### config.mk
export PLATFORM = sky130hd
export DESIGN_NAME = jtdd_dwnld_ctrl
export DESIGN_NICKNAME = d
export VERILOG_FILES = /design/src/rtl/jtdd_dwnld_ctrl.sv
export SDC_FILE = /design/constraint.sdc
export NUM_CORES = 1
export LEC_CHECK = 0
export BUFFER_PORTS_ARGS = -buffer_cell sky130_fd_sc_hd__buf_2
export CORE_AREA = 2 2 142 102
export CTS_BUF_LIST = sky130_fd_sc_hd__clkbuf_8 sky130_fd_sc_hd__clkbuf_16
export DETAILED_ROUTE_END_ITERATION = 8
export DIE_AREA = 0 0 144 104
export PLACE_DENSITY = 0.79
export SLEW_MARGIN = 20
export SYNTH_ARGS = -nofsm -noshare
export SYNTH_HDL_FRONTEND = slang
export SYNTH_SLANG_ARGS = --single-unit
### constraint.sdc
create_clock -name clk -period 9.2 [get_ports clk]
set_clock_uncertainty 0.05 [all_clocks]
set_input_delay 0 -clock clk [delete_from_list [all_inputs] [get_ports clk]]
set_output_delay 0 -clock clk [all_outputs]
set_load 0.03 [all_outputs]
### src/rtl/jtdd_dwnld_ctrl.sv
// ----------------------------------------------------------------------------
// jtdd_dwnld_ctrl
//
// ROM-download router. Takes the byte stream from the ioctl loader and turns
// it into 16-bit SDRAM word writes. A parameter table of up to eight regions
// decides where each byte lands. Each region has a byte start address, an
// SDRAM word base, and an address swizzle mode (LIN / CHR / TILE). In LIN
// regions an even byte and the odd byte that follows it are merged into one
// full-word write. SDRAM writes pass through a 2-entry FIFO so the SDRAM side
// can stall with prog_rdy. Bytes at or above PROM_START skip the FIFO and go
// out as one-cycle PROM write strobes.
//
// Ports
//   clk, rst_n     system clock, asynchronous active-low reset
//   downloading    download window; bytes are only accepted while high
//   ioctl_addr     byte address of the incoming byte
//   ioctl_data     incoming byte
//   ioctl_wr       one-cycle byte strobe
//   prog_addr      SDRAM word address of the FIFO head
//   prog_data      {high byte, low byte}; a single byte appears in both halves
//   prog_mask      active-low byte enables, bit0 = low byte
//   prog_we        FIFO non-empty; the head stays put until prog_rdy
//   prog_rdy       SDRAM took the head word
//   prom_we        one-hot PROM write strobe, one cycle per PROM byte
//   prom_addr      PROM byte address
//   prom_data      PROM byte data
//   dwnld_busy     download window open, FIFO non-empty or even byte waiting
//   overflow       sticky: a word was dropped because the FIFO was full
// ----------------------------------------------------------------------------
module jtdd_dwnld_ctrl #(
  parameter int              AW         = 22,
  parameter int              NREG       = 6,
  parameter logic [8*AW-1:0] REG_START  = '0,
  parameter logic [8*AW-1:0] REG_BASE   = '0,
  parameter logic [15:0]     REG_MODE   = '0,
  parameter logic [39:0]     REG_HBIT   = {8{5'd16}},
  parameter logic [AW-1:0]   PROM_START = 22'h124000,
  parameter int              PW         = 1
) (
  input  logic          clk,
  input  logic          rst_n,
  input  logic          downloading,
  input  logic [AW-1:0] ioctl_addr,
  input  logic [7:0]    ioctl_data,
  input  logic          ioctl_wr,
  output logic [AW-1:0] prog_addr,
  output logic [15:0]   prog_data,
  output logic [1:0]    prog_mask,
  output logic          prog_we,
  input  logic          prog_rdy,
  output logic [PW-1:0] prom_we,
  output logic [7:0]    prom_addr,
  output logic [7:0]    prom_data,
  output logic          dwnld_busy,
  output logic          overflow
);

  typedef enum logic [1:0] {
    MODE_LIN  = 2'd0,
    MODE_CHR  = 2'd1,
    MODE_TILE = 2'd2
  } mode_e;

  typedef struct packed {
    logic [AW-1:0] addr;
    logic [15:0]   data;
    logic [1:0]    mask;
  } word_t;

  // --------------------------------------------------------------------------
  // Registers
  // --------------------------------------------------------------------------
  logic          dl_q,        dl_d;
  logic          pend_v_q,    pend_v_d;
  logic [AW-1:0] pend_word_q, pend_word_d;   // SDRAM word of the held byte
  logic [AW-1:0] pend_addr_q, pend_addr_d;   // ioctl byte address of it
  logic [7:0]    pend_byte_q, pend_byte_d;
  logic [2:0]    pend_reg_q,  pend_reg_d;
  word_t         slot0_q,     slot0_d;       // FIFO head
  word_t         slot1_q,     slot1_d;
  logic [1:0]    cnt_q,       cnt_d;
  logic          ovf_q,       ovf_d;
  logic [PW-1:0] prom_we_q,   prom_we_d;
  logic [7:0]    prom_addr_q, prom_addr_d;
  logic [7:0]    prom_data_q, prom_data_d;

  // --------------------------------------------------------------------------
  // Input qualification and download-window edges
  // --------------------------------------------------------------------------
  logic wr_acc;
  logic dl_fall;
  logic dl_rise;

  assign wr_acc  = downloading & ioctl_wr;
  assign dl_fall = dl_q & ~downloading;
  assign dl_rise = ~dl_q & downloading;
  assign dl_d    = downloading;

  // --------------------------------------------------------------------------
  // Region lookup: the highest used entry whose start is not above the byte
  // --------------------------------------------------------------------------
  logic          reg_hit;
  logic [2:0]    reg_sel;
  logic [AW-1:0] sel_start;
  logic [AW-1:0] sel_base;
  logic [1:0]    sel_mode;
  logic [4:0]    sel_hbit;
  logic [AW-1:0] off;

  // NOTE: every always_comb output gets a default before any branch, otherwise
  // a path that skips the assignment leaves a latch behind.
  always_comb begin
    reg_hit = 1'b0;
    reg_sel = '0;
    for (int i = 0; i < NREG; i++) begin
      if (ioctl_addr >= REG_START[i*AW +: AW]) begin
        reg_hit = 1'b1;
        reg_sel = 3'(i);
      end
    end
  end

  assign sel_start = REG_START[int'(reg_sel)*AW +: AW];
  assign sel_base  = REG_BASE[int'(reg_sel)*AW +: AW];
  assign sel_mode  = REG_MODE[int'(reg_sel)*2 +: 2];
  assign sel_hbit  = REG_HBIT[int'(reg_sel)*5 +: 5];
  assign off       = ioctl_addr - sel_start;

  // --------------------------------------------------------------------------
  // Word address per mode; all sums wrap at AW bits
  // --------------------------------------------------------------------------
  logic [AW-1:0] lin_word;
  logic [AW-1:0] chr_word;
  logic [AW-1:0] tile_word;
  logic [AW-1:0] tile_bit;
  logic [AW-1:0] tile_o;
  logic          tile_top;

  assign lin_word  = sel_base + (off >> 1);
  // CHR moves offset bit 4 down to bit 0 and bit 3 becomes the byte lane.
  assign chr_word  = sel_base + {1'b0, off[AW-1:5], off[2:0], off[4]};
  // TILE: bit HBIT picks the byte lane and is removed from the address.
  assign tile_bit  = AW'(1) << sel_hbit;
  assign tile_top  = |(off & tile_bit);
  assign tile_o    = off & ~tile_bit;
  assign tile_word = sel_base + {tile_o[AW-1:6], tile_o[3:0], tile_o[5:4]};

  // --------------------------------------------------------------------------
  // PROM decode
  // --------------------------------------------------------------------------
  logic          prom_hit;
  logic [AW-1:0] prom_idx;

  assign prom_hit = ioctl_addr >= PROM_START;
  assign prom_idx = (ioctl_addr - PROM_START) >> 8;

  always_comb begin
    prom_we_d   = '0;
    prom_addr_d = prom_addr_q;
    prom_data_d = prom_data_q;
    if (wr_acc && prom_hit) begin
      for (int i = 0; i < PW; i++) begin
        prom_we_d[i] = (prom_idx == AW'(i));
      end
      if (prom_idx < AW'(PW)) begin
        prom_addr_d = ioctl_addr[7:0];
        prom_data_d = ioctl_data;
      end
    end
  end

  // --------------------------------------------------------------------------
  // Byte pairing and FIFO push generation
  //   push_a: flush of a held even byte (always older, so queued first)
  //   push_b: word produced by the current byte
  // --------------------------------------------------------------------------
  word_t push_a;
  word_t push_b;
  logic  push_a_v;
  logic  push_b_v;
  word_t flush_word;
  logic  pair_ok;

  assign flush_word = '{addr: pend_word_q, data: {pend_byte_q, pend_byte_q}, mask: 2'b10};
  // An odd byte completes the pair only if it directly follows the held byte
  // inside the same region.
  assign pair_ok    = pend_v_q && (ioctl_addr == pend_addr_q + AW'(1)) &&
                      (reg_sel == pend_reg_q) && off[0];

  always_comb begin
    push_a      = flush_word;
    push_a_v    = 1'b0;
    push_b      = '{addr: '0, data: {ioctl_data, ioctl_data}, mask: 2'b11};
    push_b_v    = 1'b0;
    pend_v_d    = pend_v_q;
    pend_word_d = pend_word_q;
    pend_addr_d = pend_addr_q;
    pend_byte_d = pend_byte_q;
    pend_reg_d  = pend_reg_q;

    if (dl_fall) begin
      push_a_v = pend_v_q;
      pend_v_d = 1'b0;
    end else if (wr_acc) begin
      if (prom_hit || !reg_hit) begin
        // Not a LIN continuation: any held byte goes out alone.
        push_a_v = pend_v_q;
        pend_v_d = 1'b0;
      end else begin
        case (sel_mode)
          MODE_CHR: begin
            push_a_v    = pend_v_q;
            pend_v_d    = 1'b0;
            push_b_v    = 1'b1;
            push_b.addr = chr_word;
            push_b.mask = off[3] ? 2'b01 : 2'b10;
          end
          MODE_TILE: begin
            push_a_v    = pend_v_q;
            pend_v_d    = 1'b0;
            push_b_v    = 1'b1;
            push_b.addr = tile_word;
            push_b.mask = tile_top ? 2'b01 : 2'b10;
          end
          default: begin
            if (pair_ok) begin
              push_b_v    = 1'b1;
              push_b.addr = lin_word;
              push_b.data = {ioctl_data, pend_byte_q};
              push_b.mask = 2'b00;
              pend_v_d    = 1'b0;
            end else begin
              push_a_v = pend_v_q;
              if (!off[0]) begin
                pend_v_d    = 1'b1;
                pend_word_d = lin_word;
                pend_addr_d = ioctl_addr;
                pend_byte_d = ioctl_data;
                pend_reg_d  = reg_sel;
              end else begin
                pend_v_d    = 1'b0;
                push_b_v    = 1'b1;
                push_b.addr = lin_word;
                push_b.mask = 2'b01;
              end
            end
          end
        endcase
      end
    end
  end

  // --------------------------------------------------------------------------
  // 2-entry FIFO. Pop is applied first so a full FIFO that is draining this
  // cycle can still take a word. Words that find no slot are dropped.
  // --------------------------------------------------------------------------
  logic pop;
  logic drop;

  assign pop = (cnt_q != 2'd0) & prog_rdy;

  always_comb begin
    slot0_d = slot0_q;
    slot1_d = slot1_q;
    cnt_d   = cnt_q;
    drop    = 1'b0;

    if (pop) begin
      slot0_d = slot1_q;
      cnt_d   = cnt_q - 2'd1;
    end

    if (push_a_v) begin
      if (cnt_d == 2'd0) begin
        slot0_d = push_a;
        cnt_d   = 2'd1;
      end else if (cnt_d == 2'd1) begin
        slot1_d = push_a;
        cnt_d   = 2'd2;
      end else begin
        drop = 1'b1;
      end
    end

    if (push_b_v) begin
      if (cnt_d == 2'd0) begin
        slot0_d = push_b;
        cnt_d   = 2'd1;
      end else if (cnt_d == 2'd1) begin
        slot1_d = push_b;
        cnt_d   = 2'd2;
      end else begin
        drop = 1'b1;
      end
    end

    // A drop in the very cycle the window reopens still counts.
    ovf_d = ovf_q;
    if (dl_rise) ovf_d = 1'b0;
    if (drop)    ovf_d = 1'b1;
  end

  // --------------------------------------------------------------------------
  // State register
  // --------------------------------------------------------------------------
  // NOTE: sequential state is written with non-blocking assignments only, so
  // every flop samples the pre-edge value of every other flop.
  always_ff @(posedge clk or negedge rst_n) begin
    if (!rst_n) begin
      dl_q        <= 1'b0;
      pend_v_q    <= 1'b0;
      pend_word_q <= '0;
      pend_addr_q <= '0;
      pend_byte_q <= '0;
      pend_reg_q  <= '0;
      // NOTE: the FIFO slots are plain flops and are reset with everything
      // else, so no X can reach the output muxes after a mid-download reset.
      slot0_q     <= '{addr: '0, data: '0, mask: 2'b11};
      slot1_q     <= '{addr: '0, data: '0, mask: 2'b11};
      cnt_q       <= '0;
      ovf_q       <= 1'b0;
      prom_we_q   <= '0;
      prom_addr_q <= '0;
      prom_data_q <= '0;
    end else begin
      dl_q        <= dl_d;
      pend_v_q    <= pend_v_d;
      pend_word_q <= pend_word_d;
      pend_addr_q <= pend_addr_d;
      pend_byte_q <= pend_byte_d;
      pend_reg_q  <= pend_reg_d;
      slot0_q     <= slot0_d;
      slot1_q     <= slot1_d;
      cnt_q       <= cnt_d;
      ovf_q       <= ovf_d;
      prom_we_q   <= prom_we_d;
      prom_addr_q <= prom_addr_d;
      prom_data_q <= prom_data_d;
    end
  end

  // --------------------------------------------------------------------------
  // Outputs. The head is masked off while empty so idle outputs read as reset.
  // --------------------------------------------------------------------------
  assign prog_we    = (cnt_q != 2'd0);
  assign prog_addr  = prog_we ? slot0_q.addr : '0;
  assign prog_data  = prog_we ? slot0_q.data : '0;
  assign prog_mask  = prog_we ? slot0_q.mask : 2'b11;
  assign prom_we    = prom_we_q;
  assign prom_addr  = prom_addr_q;
  assign prom_data  = prom_data_q;
  assign overflow   = ovf_q;
  assign dwnld_busy = downloading | prog_we | pend_v_q;

endmodule
* Word level (Yosys, flattened, before mapping)
Cells that the tools add are included.
** Storage, ports and cells
- Register bits after elaboration :: 157
- Input port bits :: 35
- Logic and storage cells :: 133
** Cells by class
- Add/sub/neg operators :: 7
- Multipliers :: 2
- Order comparisons :: 3
- Eq/ne operators :: 6
- Shifts and indexed selects :: 4
- Muxes and demuxes :: 62
- Bitwise logic cells :: 16
- Reduce and logical (&&, ||, !) cells :: 16
** Operator list (number)
- 40-bit two-way mux :: 14
- 176-bit by 9-bit indexed part select with 22-bit output (first input constant) :: 1
- 22-bit two-way mux :: 3
- 22-bit by 21-bit adder with 22-bit output :: 2
- 22-bit bitwise AND :: 2
- 22-bit one-hot mux with 2 select lines :: 1
- 40-bit by 7-bit indexed part select with 5-bit output (first input constant) :: 1
- 1-bit two-way mux :: 27
- 2-bit two-way mux :: 12
- 22-bit by 1-bit adder with 22-bit output (second input constant) :: 1
- 22-bit adder :: 1
- 22-bit equality test :: 1
- 22-bit by 1-bit >= comparator with 1-bit output (second input constant) :: 1
- 22-bit by 21-bit >= comparator with 1-bit output (second input constant) :: 1
- 22-bit zero test :: 1
- 22-bit NOT :: 1
- 22-bit OR reduction :: 1
- 1-bit by 5-bit << shifter with 22-bit output (first input constant) :: 1
- 22-bit by 21-bit subtractor with 22-bit output (second input constant) :: 1
- 22-bit subtractor :: 1
- 16-bit two-way mux :: 1
- 8-bit two-way mux :: 2
- 16-bit by 5-bit indexed part select with 2-bit output (first input constant) :: 1
- 14-bit by 1-bit less-than comparator with 1-bit output (second input constant) :: 1
- other kinds (19) :: 37

* Depth between registers and ports, before layout
Gate-level depths: netlist of the first run.
- Depth in word-level cells :: 17
- Gate-level depth with buffers :: 16
- Depth with buffers taken out :: 15

* Worst setup path after synthesis of the first run
Ideal clock, no wire load.
- Path kind :: register to register
- Start point :: register pend_addr_q[9]
- End point :: register slot1_q[29] (netlist bit)
- Arrival time :: 3.874 ns
- Required time :: 9.073 ns
- Path slack :: 5.198 ns
- Stages on the path, launching flop included :: 15
- Buffers on the path :: 3
- Clock period less this slack :: 4.002 ns
- Cells stage by stage :: dfrtp_1 buf_2 inv_1 or4_4 or3_1 a22oi_1 nand4_2 o311ai_2 mux2_2 ha_1 nor3b_1 clkbuf_1 clkbuf_1 a31oi_1 a21oi_1
** RTL lines
- from (decl) :: RTL line 76 : logic [AW-1:0] pend_addr_q, pend_addr_d;
- from (signal assigned) :: RTL line 329 : pend_addr_q <= pend_addr_d;
- to (signal assigned) :: RTL line 319 : slot1_q <= '{addr: '0, data: '0, mask: 2'b11};
- to (signal assigned) :: RTL line 333 : slot1_q <= slot1_d;
- to (decl) :: RTL line 80 : word_t slot1_q, slot1_d;

==> impl_metrics.ini, run 1 <==
[clocking]
clk_latency_ns = 0.42
cts_buffers = 17
cts_tree = done
cts_setup_buffers = 0
cts_resized = 0
htreeDepth = 4
cts.sinks = 133
clockBufferDepth = 2
path_clk_slew_ns = 0.06
cts-root-buf = clkbuf_16

[cells_and_area]
drive_above_1_share = 0.259
finish.utilization = 0.693
antenna_cells = 0
finish.instance_area_um2 = 9460
syn_to_final_growth_pct = 17.5
fin_cells = 1127
fin_nets = 967
n_fill_cell = 1073

[critical_path]
start_kind = flip-flop
r2r_end = slot1_q[5]$_DFF_PN0_
cp.required_ns = 9.47
crit_path_max_fanout = 47
r2r_start = pend_addr_q[1]$_DFFE_PN0P_
reg2regPathDepth = 15
r2r_slack_ns = 3.78
critPathCaptureType = flip-flop
cp.arrival_ns = 5.69
worstSetupPathType = flip-flop to flip-flop

[yosys]
synth_top_area_share = 0.401
syn_area_um2 = 8050
synthFlopType = dfrtp_1
yosys_warnings = 0
syn_inst = 844
syn_nets = 887
syn_avg_cell_area_um2 = 9.54
yosysTopAreaCell = dfrtp_1
ys_top_cells_by_area = dfrtp_1 40%, mux2_2 6.6%, nor2b_1 5.2%
synth-seq-cells = 133
synth_cell_types = 69
synth_edf_count = 0
yosysSeqAreaShare = 0.414
synthArstFlopShare = 1.00

[sta]
tightest_slew_ns = 1.10
setup_ws_ns = 3.78
rsz0062_at_grt = false
min_period_ns = 5.42
setup_viol = 0
slew_headroom = 0.263
finalCritPeriodShare = 0.589
hold_viol = 0
tns_ns = 0
slew_violations = 0
max_freq_ghz = 0.185

[grt]
grt_usage = 0.312
grt_start_max_net_pins = 82
grt_pass1_wl_mm = 37.0
grt_antenna_before_repair = 0
grt_pass1_vias = 6929
overflow = 0

[floorplan]
ioPinCount = 95
fp-row-count = 36
start_util = 0.590
die_x_um = 144
dieArea_um2 = 15000
fp.dieH_um = 104
core_area_um2 = 13600

[drt]
antenna_left = 0
drc = 0
first_iter_violations = 993
wl_mm = 23.0
firstDrtPassIters = 5
vias_per_cell = 6.46
avgRoutedWirePerCell_um = 20.4
via_count = 7278

[power]
cellPowerDensity_nw_per_um2 = 265
power_frac_comb = 0.358
leakage_nw = 4.13
ir_worst_vdd_mv = 0.233
power_switching_mw = 0.958
swShare = 0.382
sequentialPowerShare = 0.370
power_report.internal_total_mw = 1.55
pwr-share-clk = 0.273

[worst_hold_path]
hold_depth = 3
min_to = prom_we$_DFF_PN0_
hold_class = primary input to flip-flop
hold_start = ioctl_addr[21]

[place]
dp.cells = 1064
dpl.hpwl_mm = 14.1
dpl-instance-area_um2 = 8560
portBuffers = 94
gp_congestion = 1.03
post-place-ws_ns = 3.98

[run]
maxCapViolCount = 0

[outcome]
status = completed
==> cell usage after synthesis, drive strengths merged, types with 3 or more instances <==
cell type and n:
a211oi 36, clkbuf 53, o21ai 89, mux2i 21, nor4 19, or2 3
nand3b 5, nor2 31, and2 5, nor2b 67, ha 8, and4 3
xnor2 15, a21oi 60, inv 10, nand4b 3, a31oi 29, a22o 4
o31ai 3, o22a 9, o221a 8, and3 4, mux2 47, or3b 3
dfstp 4, nand3 15, o311ai 10, or4 12, nand2 49, xor2 7
nor3b 3, nand2b 5, buf 25, dfrtp 129, a22oi 3, nand4 10
nor3 8, nor4b 3, or3 4
==> registers in the layout, indices dropped and copies added (netlist names) <==
register and count:
cnt_q 2, prom_data 8, overflow 1, pend_addr_q 22, slot0_q 40, dl_q 1, pend_reg_q 1, prom_we 1
pend_v_q 1, slot1_q 40, pend_byte_q 8, prom_addr 8
==> stage by stage <==
step           power (mW)  hold slack, ns
3_3_place_gp         1.77          0.0328
3_5_place_dp         1.80          0.0305
6_report             2.51           0.101
5_1_grt              2.64           0.105
4_1_cts              2.50          0.0908
2_1_floorplan        1.56          -0.346
==> cell families (layout without fill, tap and decap cells) <==
kind of cell             after synthesis  count (layout)  synth area share
AO/OA/AOI/OAI                        271             271             0.228
XOR/XNOR                              22              22            0.0239
adder cells (fa/ha/maj)                8               8            0.0124
buffers and inverters                 88             181            0.0496
flip-flops                           133             133             0.414
multiplexers                          68              68            0.0919
AND/OR/NAND/NOR                      254             254             0.180
==> cells in the final DEF (no fill, tap or decap), types with 4 or more instances in the layout <==
cell type	n
dfrtp_1	129
mux2_2	47
xnor2_1	15
o221a_2	8
clkbuf_16	17
o21ai_1	20
inv_1	12
nand2b_1	4
ha_1	7
dlygate4sd3_1	31
o22a_1	9
buf_4	14
buf_2	93
nor3_1	6
nand3b_1	5
nand2_1	47
dfstp_2	4
o311ai_0	8
xor2_1	7
nor2_1	31
and3_1	4
o21ai_0	69
a31oi_1	29
nor2b_1	66
a21oi_1	59
a211oi_2	20
nand3_1	14
a22o_1	4
inv_6	4
mux2i_1	21
or4_1	11
nand4_1	9
nor4_1	18
a211oi_1	16
and2_1	5
==> worst max-delay path by stage <==
stage / start / slack (ns) / cells after the start / end
after CTS: pend_addr_q[1]$_DFFE_PN0P_ / 3.96 / 15 / slot1_q[5]$_DFF_PN0_
after global routing: pend_addr_q[1]$_DFFE_PN0P_ / 3.40 / 15 / slot1_q[5]$_DFF_PN0_
after global placement: pend_addr_q[1]$_DFFE_PN0P_ / 4.28 / 15 / slot1_q[3]$_DFF_PN0_
after detailed placement: pend_addr_q[1]$_DFFE_PN0P_ / 3.98 / 15 / slot1_q[5]$_DFF_PN0_
after floorplan: pend_addr_q[9]$_DFFE_PN0P_ / 5.20 / 14 / slot1_q[29]$_DFF_PN0_
final: pend_addr_q[1]$_DFFE_PN0P_ / 3.78 / 15 / slot1_q[5]$_DFF_PN0_
==> worst max-delay path, stage by stage, from the launching register on <==
cell and delay, ns:
dfrtp_1 0.43, ha_1 0.31, nand4_1 0.32, nor4_1 0.56
nand4_1 0.21, a22oi_1 0.22, nand4_2 0.50, o311ai_2 0.62
mux2_2 0.43, ha_1 0.23, nor3b_2 0.19, buf_4 0.51
nor4_1 0.11, o21ai_0 0.13, o311ai_0 0.21, a211oi_1 0.26
==> cell type report <==
| type | count | area (um2) | share of cell area |
|---|---|---|---|
| timing repair buffer | 139 | 892 | 0.0943 |
| tap | 190 | 238 | 0.0251 |
| multi-input combinational | 623 | 4370 | 0.462 |
| clock inverter | 14 | 153 | 0.0161 |
| sequential | 133 | 3330 | 0.352 |
| clock buffer | 18 | 439 | 0.0464 |
| inverter | 10 | 37.5 | 0.00397 |
==> power groups by stage <==
stage,combinational [mW],sequential (mW),clock (mW)
finish,0.897,0.927,0.685
floorplan,0.702,0.860,0
global placement,0.855,0.918,0
detailed placement,0.872,0.927,0
global route,0.975,0.949,0.715
CTS,0.892,0.920,0.689
==> metal layers <==
metal  vias up  wire [um]  GRT usage
li1       3301          -          -
met1      3521      10600      0.470
met2       420       9890      0.448
met3        36       2130     0.0737
met4         0        405     0.0903
met5         -          0          0
==> repair_timing <==
item,4_1_cts,5_1_grt
hold buffers,31,0
endpoints found under the hold margin,186,0
setup endpoints to repair,0,0
(Power assumes the default switching activity.)
==> run 2, diff against run 1 <==
ABC_AREA = 1   (was not set)
CORE_AREA = 2 2 148 107   (was 2 2 142 102)
DIE_AREA = 0 0 150 109   (was 0 0 144 104)
PLACE_DENSITY = 0.78   (was 0.79)
clock period = 5.15 ns   (was 9.2 ns; I/O delays follow)
==> run 2 against run 1 <==
  * Synthesized cell count is 61% higher
  * Combinational power grew to 2.7 times the previous value
  * First-iteration DRC count decreased by 0.10%
  * Sequential power rose by 74%
  * Flip-flop and latch count is the same
  * Die area up 9.2%
  * Critical endpoint is now slot1_q[30]$_DFF_PN0_
  * Largest cell class unchanged
==> impl_metrics.ini, run 2 <==
[outcome]
status = completed

[drt]
via_count = 9099
first_iter_violations = 992
drc = 0
avgRoutedWirePerCell_um = 16.2
vias_per_cell = 5.47
antenna_left = 0
firstDrtPassIters = 5
wl_mm = 27.0

[floorplan]
fp-row-count = 38
start_util = 0.584
fp.dieH_um = 109
dieArea_um2 = 16400
die_x_um = 150
core_area_um2 = 15000
ioPinCount = 95

[clocking]
clockBufferDepth = 2
cts_tree = done
cts-root-buf = clkbuf_16
cts.sinks = 133
cts_setup_buffers = 0
path_clk_slew_ns = 0.06
clk_latency_ns = 0.43
cts_hold_buffers = 33
htreeDepth = 4
cts_resized = 0
cts_buffers = 17

[worst_hold_path]
hold_class = primary input to asynchronous set/reset pin

[cells_and_area]
fin_nets = 1494
layout_common_cells = 492 x nand2_1, 208 x inv_1, 129 x dfrtp_1
finish.instance_area_um2 = 10300
drive_above_1_share = 0.117
final_common_cell = nand2_1
syn_to_final_growth_pct = 17.5
top_regs = slot0_q: 40 flops, slot1_q: 40 flops, pend_addr_q: 22 flops
antenna_cells = 0

[sta]
min_period_ns = 4.01
whs_ns = 0.127
setup_viol = 0
rsz0062_at_grt = false
slew_violations = 0
finalCritPeriodShare = 0.780
hold_viol = 0
tns_ns = 0
max_freq_ghz = 0.249
slew_headroom = 0.234
tightest_slew_ns = 1.15

[yosys]
synthFlopType = dfrtp_1
syn_inst = 1356
yosysTopAreaCell = dfrtp_1
synth_commonest_cells = 493 x nand2_1, 208 x inv_1, 129 x dfrtp_1
yosysSeqAreaShare = 0.380
yosysMostFrequentCell = nand2_1
syn_area_um2 = 8770
synth_edf_count = 0
syn_nets = 1399
yosys_warnings = 0
syn_avg_cell_area_um2 = 6.47
synth-seq-cells = 133
synthArstFlopShare = 1.00
synth_top_area_share = 0.368
ys_top_cells_by_area = dfrtp_1 37%, nand2_1 21%, inv_1 8.9%
synth_cell_types = 36

[grt]
grt_util_met1 = 0.492
grt_antenna_before_repair = 0
grt_usage = 0.346
grt_use_met3 = 0.134
grtUsageMet2 = 0.494
overflow = 0
grt_start_max_net_pins = 82
grt_pass1_vias = 8306
grt_pass1_wl_mm = 43.0
busiest_layer = met2

[critical_path]
critPathCaptureType = flip-flop
crit_slowest_cell = dfrtp_1
cp.required_ns = 5.41
crit_buf_inv = 7
worstSetupPathType = flip-flop to flip-flop
crit_path_max_fanout = 31
max_stage_delay_ns = 0.45
cp.arrival_ns = 4.28
crit_top_cell = nand2_1
start_kind = flip-flop
cp_top_family = simple AND/OR/NAND/NOR gates

[power]
cellPowerDensity_nw_per_um2 = 526
leakage_nw = 5.87
ir_worst_vdd_mv = 0.276

[run]
maxCapViolCount = 0

[place]
dpl.hpwl_mm = 17.5
portBuffers = 94
gp_congestion = 0.973
dpl-instance-area_um2 = 9300
run 2: cell count changes in the layout (fill, tap and decap cells not counted), moves of 29 or more:
cell | previous run | this run
nand3_1 | 14 | 100
nand2_1 | 47 | 492
inv_1 | 12 | 208
a21oi_1 | 59 | 22
mux2_2 | 47 | 0
a31oi_1 | 29 | 0
o21ai_0 | 69 | 106
nor2_1 | 31 | 111
nor2b_1 | 66 | 0
run 2: worst paths after layout:
kind / from / to / slack, ns / cells after the start
worst min-delay path: rst_n / pend_addr_q[11]$_DFFE_PN0P_ / 0.13 / 2
worst max-delay path: pend_addr_q[1]$_DFFE_PN0P_ / slot1_q[30]$_DFF_PN0_ / 1.14 / 25
min in group clk: ioctl_addr[21] / slot0_q[36]$_DFF_PN0_ / 0.20 / 6
worst min register to register: pend_reg_q[0]$_DFFE_PN0P_ / pend_reg_q[0]$_DFFE_PN0P_ / 0.41 / 2
worst max register to register: pend_addr_q[1]$_DFFE_PN0P_ / slot1_q[30]$_DFF_PN0_ / 1.14 / 25
max in group asynchronous: rst_n / slot1_q[21]$_DFF_PN0_ / 3.73 / 3
run 2: layout make-up:
class	count	area, um2
timing repair buffer	144	938
sequential	133	3330
tap	200	250
clock inverter	15	226
fill	1302	4730
inverter	215	807
multi-input combinational	940	4320
clock buffer	17	425
run 2: kinds of logic after synthesis:
family,synth area share
AND/OR/NAND/NOR,0.355
buffers and inverters,0.128
AO/OA/AOI/OAI,0.0922
flip-flops,0.380
multiplexers,0.0206
XOR/XNOR,0.0130
adder cells (fa/ha/maj),0.0114
run 2: routing by layer:
metal / vias up / share of wire
met5: - / 0
met4: 0 / 0.016
met3: 47 / 0.13
met2: 530 / 0.42
met1: 4156 / 0.43
li1: 4366 / -
run 2: stage by stage:
stage | setup WS (ns) | power, mW | instances | util
4_1_cts | 1.19 | 5.37 | 1663 | 0.685
3_5_place_dp | 1.24 | 3.98 | 1598 | 0.619
6_report | 1.14 | 5.42 | 1664 | 0.685
2_1_floorplan | 1.59 | 3.34 | 1356 | -
5_1_grt | 0.779 | 5.83 | 1664 | 0.685
3_3_place_gp | 1.32 | 3.91 | 1598 | 0.619
run 2: power breakdown:
part / total [mW] / switching, mW / internal [mW]
clock network: 1.36 / 0.494 / 0.862
registers: 1.61 / 0.221 / 1.39
logic: 2.45 / 1.72 / 0.728
total: 5.42 / 2.44 / 2.98
